File: src/rtl/mem_access_unit.sv
// Memory-stage load/store unit: issues word-aligned requests on a ready/valid
// data-memory bus, steers store lanes, extracts and extends load data, stalls
// the pipeline while an access is in flight, and faults hung accesses.
module mem_access_unit #(
  parameter int TIMEOUT = 64,
  parameter int CNT_W   = 8
) (
  input  logic        clk,
  input  logic        rst,
  input  logic        mem_read_MEM,
  input  logic        mem_write_MEM,
  input  logic [2:0]  funct3_MEM,
  input  logic [31:0] alu_result_MEM,
  input  logic [31:0] store_data_MEM,
  output logic        stall_MEM,
  output logic        mem_exc_MEM,
  output logic [31:0] mem_data_WB,
  output logic        dmem_req,
  output logic        dmem_we,
  output logic [31:0] dmem_addr,
  output logic [3:0]  dmem_be,
  output logic [31:0] dmem_wdata,
  input  logic        dmem_ready,
  input  logic        dmem_rvalid,
  input  logic [31:0] dmem_rdata
);

  typedef enum logic [1:0] {IDLE, REQ, WAIT, DONE} state_t;

  // Last cycle an access may spend in REQ+WAIT before it is declared hung.
  localparam logic [CNT_W-1:0] WD_LAST = CNT_W'((TIMEOUT > 0) ? TIMEOUT - 1 : 0);

  state_t           state;
  logic [CNT_W-1:0] wdog;
  logic [2:0]       f3_q;
  logic [1:0]       lane_q;

  logic        access, bad_f3, misal, fault, go, wd_hit;
  logic [3:0]  be_n;
  logic [31:0] wdata_n;
  logic [7:0]  ld_byte;
  logic [15:0] ld_half;
  logic [31:0] ld_val;

  // Decode legality and alignment of the instruction sitting in MEM.
  always_comb begin
    access = mem_read_MEM ^ mem_write_MEM;
    bad_f3 = (funct3_MEM == 3'b011) || (funct3_MEM[2] && funct3_MEM[1]) ||
             (mem_write_MEM && funct3_MEM[2]);
    misal  = ((funct3_MEM[1:0] == 2'b01) && alu_result_MEM[0]) ||
             ((funct3_MEM[1:0] == 2'b10) && (alu_result_MEM[1:0] != 2'b00));
    fault  = (mem_read_MEM && mem_write_MEM) || (access && (bad_f3 || misal));
    go     = access && !bad_f3 && !misal;
    wd_hit = (TIMEOUT > 0) && (wdog == WD_LAST);
  end

  // Stall from the issuing IDLE cycle through REQ/WAIT; DONE releases the pipe.
  always_comb begin
    stall_MEM = ((state == IDLE) && go) || (state == REQ) || (state == WAIT);
  end

  // Byte enables and lane-replicated write data; loads read the full word.
  always_comb begin
    be_n    = 4'b1111;
    wdata_n = 32'h0;
    if (mem_write_MEM) begin
      case (funct3_MEM[1:0])
        2'b00: begin
          be_n    = 4'b0001 << alu_result_MEM[1:0];
          wdata_n = {4{store_data_MEM[7:0]}};
        end
        2'b01: begin
          be_n    = alu_result_MEM[1] ? 4'b1100 : 4'b0011;
          wdata_n = {2{store_data_MEM[15:0]}};
        end
        default: begin
          be_n    = 4'b1111;
          wdata_n = store_data_MEM;
        end
      endcase
    end
  end

  // Pick the addressed lane of the returned word and extend it.
  always_comb begin
    ld_byte = dmem_rdata[{lane_q, 3'b000} +: 8];
    ld_half = lane_q[1] ? dmem_rdata[31:16] : dmem_rdata[15:0];
    case (f3_q)
      3'b000:  ld_val = {{24{ld_byte[7]}}, ld_byte};
      3'b001:  ld_val = {{16{ld_half[15]}}, ld_half};
      3'b100:  ld_val = {24'h0, ld_byte};
      3'b101:  ld_val = {16'h0, ld_half};
      default: ld_val = dmem_rdata;
    endcase
  end

  // Access sequencer with registered bus outputs, fault pulse and watchdog.
  always_ff @(posedge clk or posedge rst) begin
    if (rst) begin
      state       <= IDLE;
      wdog        <= '0;
      f3_q        <= 3'b0;
      lane_q      <= 2'b0;
      dmem_req    <= 1'b0;
      dmem_we     <= 1'b0;
      dmem_addr   <= 32'h0;
      dmem_be     <= 4'h0;
      dmem_wdata  <= 32'h0;
      mem_data_WB <= 32'h0;
      mem_exc_MEM <= 1'b0;
    end else begin
      mem_exc_MEM <= 1'b0;
      case (state)
        IDLE: begin
          wdog <= '0;
          if (go) begin
            dmem_req   <= 1'b1;
            dmem_we    <= mem_write_MEM;
            dmem_addr  <= {alu_result_MEM[31:2], 2'b00};
            dmem_be    <= be_n;
            dmem_wdata <= wdata_n;
            f3_q       <= funct3_MEM;
            lane_q     <= alu_result_MEM[1:0];
            state      <= REQ;
          end else if (fault) begin
            mem_exc_MEM <= 1'b1;
          end
        end
        REQ: begin
          // Acceptance wins over a watchdog expiring in the same cycle.
          if (dmem_ready) begin
            dmem_req <= 1'b0;
            wdog     <= wdog + 1'b1;
            state    <= dmem_we ? DONE : WAIT;
          end else if (wd_hit) begin
            dmem_req    <= 1'b0;
            mem_exc_MEM <= 1'b1;
            wdog        <= '0;
            state       <= DONE;
          end else begin
            wdog <= wdog + 1'b1;
          end
        end
        WAIT: begin
          if (dmem_rvalid) begin
            mem_data_WB <= ld_val;
            wdog        <= '0;
            state       <= DONE;
          end else if (wd_hit) begin
            mem_exc_MEM <= 1'b1;
            wdog        <= '0;
            state       <= DONE;
          end else begin
            wdog <= wdog + 1'b1;
          end
        end
        default: begin
          wdog  <= '0;
          state <= IDLE;
        end
      endcase
    end
  end

endmodule

File: config.mk
export PLATFORM = sky130hd
export DESIGN_NAME = mem_access_unit
export DESIGN_NICKNAME = d
export VERILOG_FILES = /design/src/rtl/mem_access_unit.sv
export SDC_FILE = /design/constraint.sdc
export NUM_CORES = 1
export LEC_CHECK = 0
export CAP_MARGIN = 20
export CORE_UTILIZATION = 31
export CTS_BUF_LIST = sky130_fd_sc_hd__clkbuf_4 sky130_fd_sc_hd__clkbuf_8
export CTS_CLUSTER_DIAMETER = 30
export CTS_CLUSTER_SIZE = 12
export DETAILED_ROUTE_END_ITERATION = 16
export PLACE_DENSITY = 0.62
export RECOVER_POWER = 50
export SLEW_MARGIN = 20
export SYNTH_ARGS = -nofsm -noshare
export SYNTH_HDL_FRONTEND = slang
export SYNTH_SLANG_ARGS = --single-unit
File: constraint.sdc
create_clock -name clk -period 3.7 [get_ports clk]
set_input_delay 0.74 -clock clk [delete_from_list [all_inputs] [get_ports clk]]
set_output_delay 0.74 -clock clk [all_outputs]
set_load 0.1 [all_outputs]
==> flow_summary.yaml <==
yosys:
  yosysWarningCount: 0
  synthFlopType: "sky130_fd_sc_hd__dfrtp_1"
  yosysUniqueCellTypes: 45
  synth_area_per_cell_sq_um: 10.4
  synth_cells: 546
  post_synth_instance_area_sq_um: 5660
  synth_async_sr_flop_share_pct: 100
  synth_enable_flop_cells: 0
  synth_seq_area_share_pct: 51.3
  postSynthRegisterBits: 116
critical_path:
  worst-r2r-cell-count: 6
  timing.critical_path.to_type: "output port"
  end_of_the_critical_path: "stall_MEM"
  worstPathCellList: "dlygate4sd3_1 -> o41ai_1 -> nand4b_1 -> nand2_1 -> buf_12"
  critical_path_depth: 5
  rr_endpoint: "mem_data_WB[13]"
  crit_type: "in -> out"
  setup.worst_path.start: "alu_result_MEM[0]"
  path_buf_inv: 2
  r2r_slack_ns: 1.01
  critical_path.slowest_cell: "sky130_fd_sc_hd__dlygate4sd3_1"
  timing.rr.start: "state[0]"
  path_delay_family: "buffers and inverters"
  timing.critical_path.required_ns: 2.96
  worstPathMaxFanout: 6
  start_kind: "primary input"
  cp_data_arrival_time_ns: 2.36
  slowest_delay_ns: 0.63
clock_network:
  clkLatencyLatePin_ns: 0.45
  tritoncts: "done"
  cts.hold.buffers_added: 0
  clk_pin_slew_ns: 0.08
  cts-buffers-inserted: 17
  h-tree-depth: 4
  cts.repair_timing.setup_buffer_count: 0
  number_of_gates_given_a_new_drive_strength_after_cts: 0
  clock_root_buffer_master: "sky130_fd_sc_hd__clkbuf_8"
  clk_path_buf_depth: 2
  clock_sinks: 116
cells_and_area:
  area.growth.synth_to_final_pct: 47.4
  nets: 853
  n_fill_cell: 1693
  antenna-diode-count: 0
  sequential_cell_area_sq_um: 2900
  drive_gt1_share_pct: 10.1
  multi_input_area_sq_um: 2510
placed_design:
  gp_routability_congestion: 0.824
  portBuffers: 206
  place.detailed.hpwl_mm: 11.4
timing:
  fin_skew_ns: 0.0158
  timing_worst_slew_pin_value_ns: 1.64
  min_period_over_period_pct: 83.8
  final-setup-viol-count: 0
  final_max_tran_viols: 117
  grt_setup_unrepaired: "false"
  final_hold_viol_count: 0
  final_layout_setup_total_negative_slack_ns: 0
  slew-limit-headroom_pct: -9.35
  max_freq_ghz: 0.323
  finalWorstPathRequiredPeriod_ns: 3.10
detailed_routing:
  drt_iter0_drc: 286
  detailroute.via_count: 4805
  wire_per_inst_um: 16.5
  dr.pass1.iters: 4
  vias_per_cell: 4.89
  detail_route.drc_violations: 0
  finalWirelength_mm: 16.2
  ant_nets: 0
floorplan:
  design.portCount: 209
  dieArea_sq_um: 18800
  die_y_um: 137
  rows: 49
  start_util_pct: 31.6
  floorplan.core_area_sq_um: 17900
  fp.dieW_um: 137
outcome:
  outcome: "finished with violations"
  violations_in_the_final_reports: "max-capacitance violations, max-slew violations"
grt:
  global_route.overflow_total: 0
  first_global_vias: 4789
  antenna_found_initial: 0
  global_route.usage.total_pct: 17.5
  maximum_number_of_pins_on_one_net_before_global_route_repair: 117
  grt_first_pass_wirelength_mm: 25.2
run:
  drv_cap: 1
min_path:
  holdCritPathClass: "reg -> reg"
stage by stage:
step	hold WS, ns	instances	area (sq um)	util [%]	setup WS [ns]
after CTS	0.485	983	8390	46.8	0.681
final	0.477	983	8350	46.6	0.600
after floorplan	0.476	547	5670	-	0.573
after detailed placement	0.466	951	7910	44.2	0.703
after global placement	0.461	951	7910	44.2	0.713
after global routing	0.500	983	8350	46.6	0.450
layout make-up:
cell class,count,share of cell area [%]
Clock inverter,12,2.40
Tap cell,229,3.43
Sequential cell,116,34.8
Clock buffer,20,3.30
Multi-Input combinational cell,382,30.1
Timing Repair Buffer,216,25.6
Inverter,8,0.405
cell usage in the layout (no fill, tap or decap), drive strengths merged, types with 2 or more instances in the layout:
| master | synthesis | layout |
|---|---|---|
| a31oi | 3 | 3 |
| xor2 | 5 | 5 |
| nand2 | 90 | 90 |
| o21bai | 2 | 2 |
| buf | 17 | 8 |
| mux2 | 37 | 37 |
| and3 | 2 | 2 |
| bufinv | 0 | 5 |
| clkinvlp | 0 | 4 |
| nand3 | 18 | 18 |
| nand4 | 2 | 2 |
| o31ai | 23 | 23 |
| dfrtp | 116 | 116 |
| nor2 | 26 | 26 |
| mux2i | 34 | 34 |
| or3 | 9 | 9 |
| clkdlybuf4s50 | 0 | 202 |
| clkbuf | 24 | 24 |
| o21ai | 48 | 48 |
| a311oi | 7 | 7 |
| inv | 7 | 7 |
| dlygate4sd3 | 0 | 2 |
| nand3b | 8 | 8 |
| conb | 1 | 2 |
| a21oi | 30 | 30 |
| clkinv | 1 | 4 |
| ha | 7 | 7 |
| nand2b | 10 | 10 |
| nor2b | 4 | 4 |
worst min-delay path by stage:
stage              startpoint             end  slack (ns)  cells after the start
3_3_place_gp    dmem_wdata[8]   dmem_wdata[8]        0.46                      2
2_1_floorplan         wdog[0]         wdog[0]        0.48                      1
4_1_cts        dmem_wdata[17]  dmem_wdata[17]        0.49                      2
6_report       dmem_wdata[17]  dmem_wdata[17]        0.48                      2
3_5_place_dp   dmem_wdata[10]  dmem_wdata[10]        0.47                      2
5_1_grt        dmem_wdata[17]  dmem_wdata[17]        0.50                      2
kinds of logic after synthesis:
logic type / after synthesis / synth area share [%]
buffers and inverters: 49 / 4.31
multiplexers: 71 / 14.7
other: 1 / 0.0662
adder cells (fa/ha/maj): 7 / 1.55
AND/OR/NAND/NOR: 175 / 14.1
XOR/XNOR: 6 / 0.928
flip-flops: 116 / 51.3
AO/OA/AOI/OAI: 121 / 13.0
synth_stat cells, types with 2 or more instances:
library cell | count | area (sq um)
sky130_fd_sc_hd__or3_1 | 9 | 56.3
sky130_fd_sc_hd__nand3_1 | 18 | 90.1
sky130_fd_sc_hd__mux2_4 | 20 | 300
sky130_fd_sc_hd__buf_2 | 6 | 30.0
sky130_fd_sc_hd__buf_4 | 4 | 30.0
sky130_fd_sc_hd__o21ai_0 | 48 | 240
sky130_fd_sc_hd__ha_1 | 7 | 87.6
sky130_fd_sc_hd__buf_6 | 5 | 56.3
sky130_fd_sc_hd__nor2b_1 | 4 | 25.0
sky130_fd_sc_hd__nand3b_1 | 8 | 60.1
sky130_fd_sc_hd__mux2i_1 | 34 | 340
sky130_fd_sc_hd__mux2_1 | 4 | 45.0
sky130_fd_sc_hd__nand2_1 | 90 | 338
sky130_fd_sc_hd__a31oi_1 | 3 | 18.8
sky130_fd_sc_hd__a21oi_1 | 30 | 150
sky130_fd_sc_hd__buf_1 | 2 | 7.51
sky130_fd_sc_hd__nand4_1 | 2 | 12.5
sky130_fd_sc_hd__nor2_1 | 26 | 97.6
sky130_fd_sc_hd__o31ai_1 | 23 | 173
sky130_fd_sc_hd__inv_1 | 7 | 26.3
sky130_fd_sc_hd__a311oi_1 | 7 | 61.3
sky130_fd_sc_hd__mux2_2 | 13 | 146
sky130_fd_sc_hd__xor2_1 | 5 | 43.8
sky130_fd_sc_hd__o21bai_1 | 2 | 15.0
sky130_fd_sc_hd__clkbuf_1 | 24 | 90.1
sky130_fd_sc_hd__nand2b_1 | 10 | 62.6
sky130_fd_sc_hd__and3_1 | 2 | 12.5
sky130_fd_sc_hd__dfrtp_1 | 116 | 2900
state kept, by name, summed over array words and instances, names as in the netlist, 2 cells and up:
| register | cells |
|---|---|
| mem_data_WB | 32 |
| state | 2 |
| lane_q | 2 |
| dmem_wdata | 32 |
| dmem_addr | 30 |
| dmem_be | 4 |
| wdog | 8 |
| f3_q | 3 |
per-layer routing:
layer / up-vias / track usage, % / share of wire (%)
li1: 2309 / - / -
met1: 2311 / 23.3 / 45
met2: 173 / 26.4 / 46
met3: 12 / 6.63 / 8.1
met4: 0 / 4.82 / 0.85
met5: - / 0 / 0
worst reg2reg max path, cell delays in order (launching register included):
cell and delay (ns):
sky130_fd_sc_hd__dfrtp_1 0.42, sky130_fd_sc_hd__inv_1 0.14, sky130_fd_sc_hd__ha_1 0.27, sky130_fd_sc_hd__and2_0 0.21, sky130_fd_sc_hd__clkbuf_1 0.89, sky130_fd_sc_hd__o311a_1 0.52, sky130_fd_sc_hd__a21oi_1 0.12
Power is left out: the tool's default activity adds up to more than one toggle a clock period on the data nets, which glitch-free logic cannot reach.
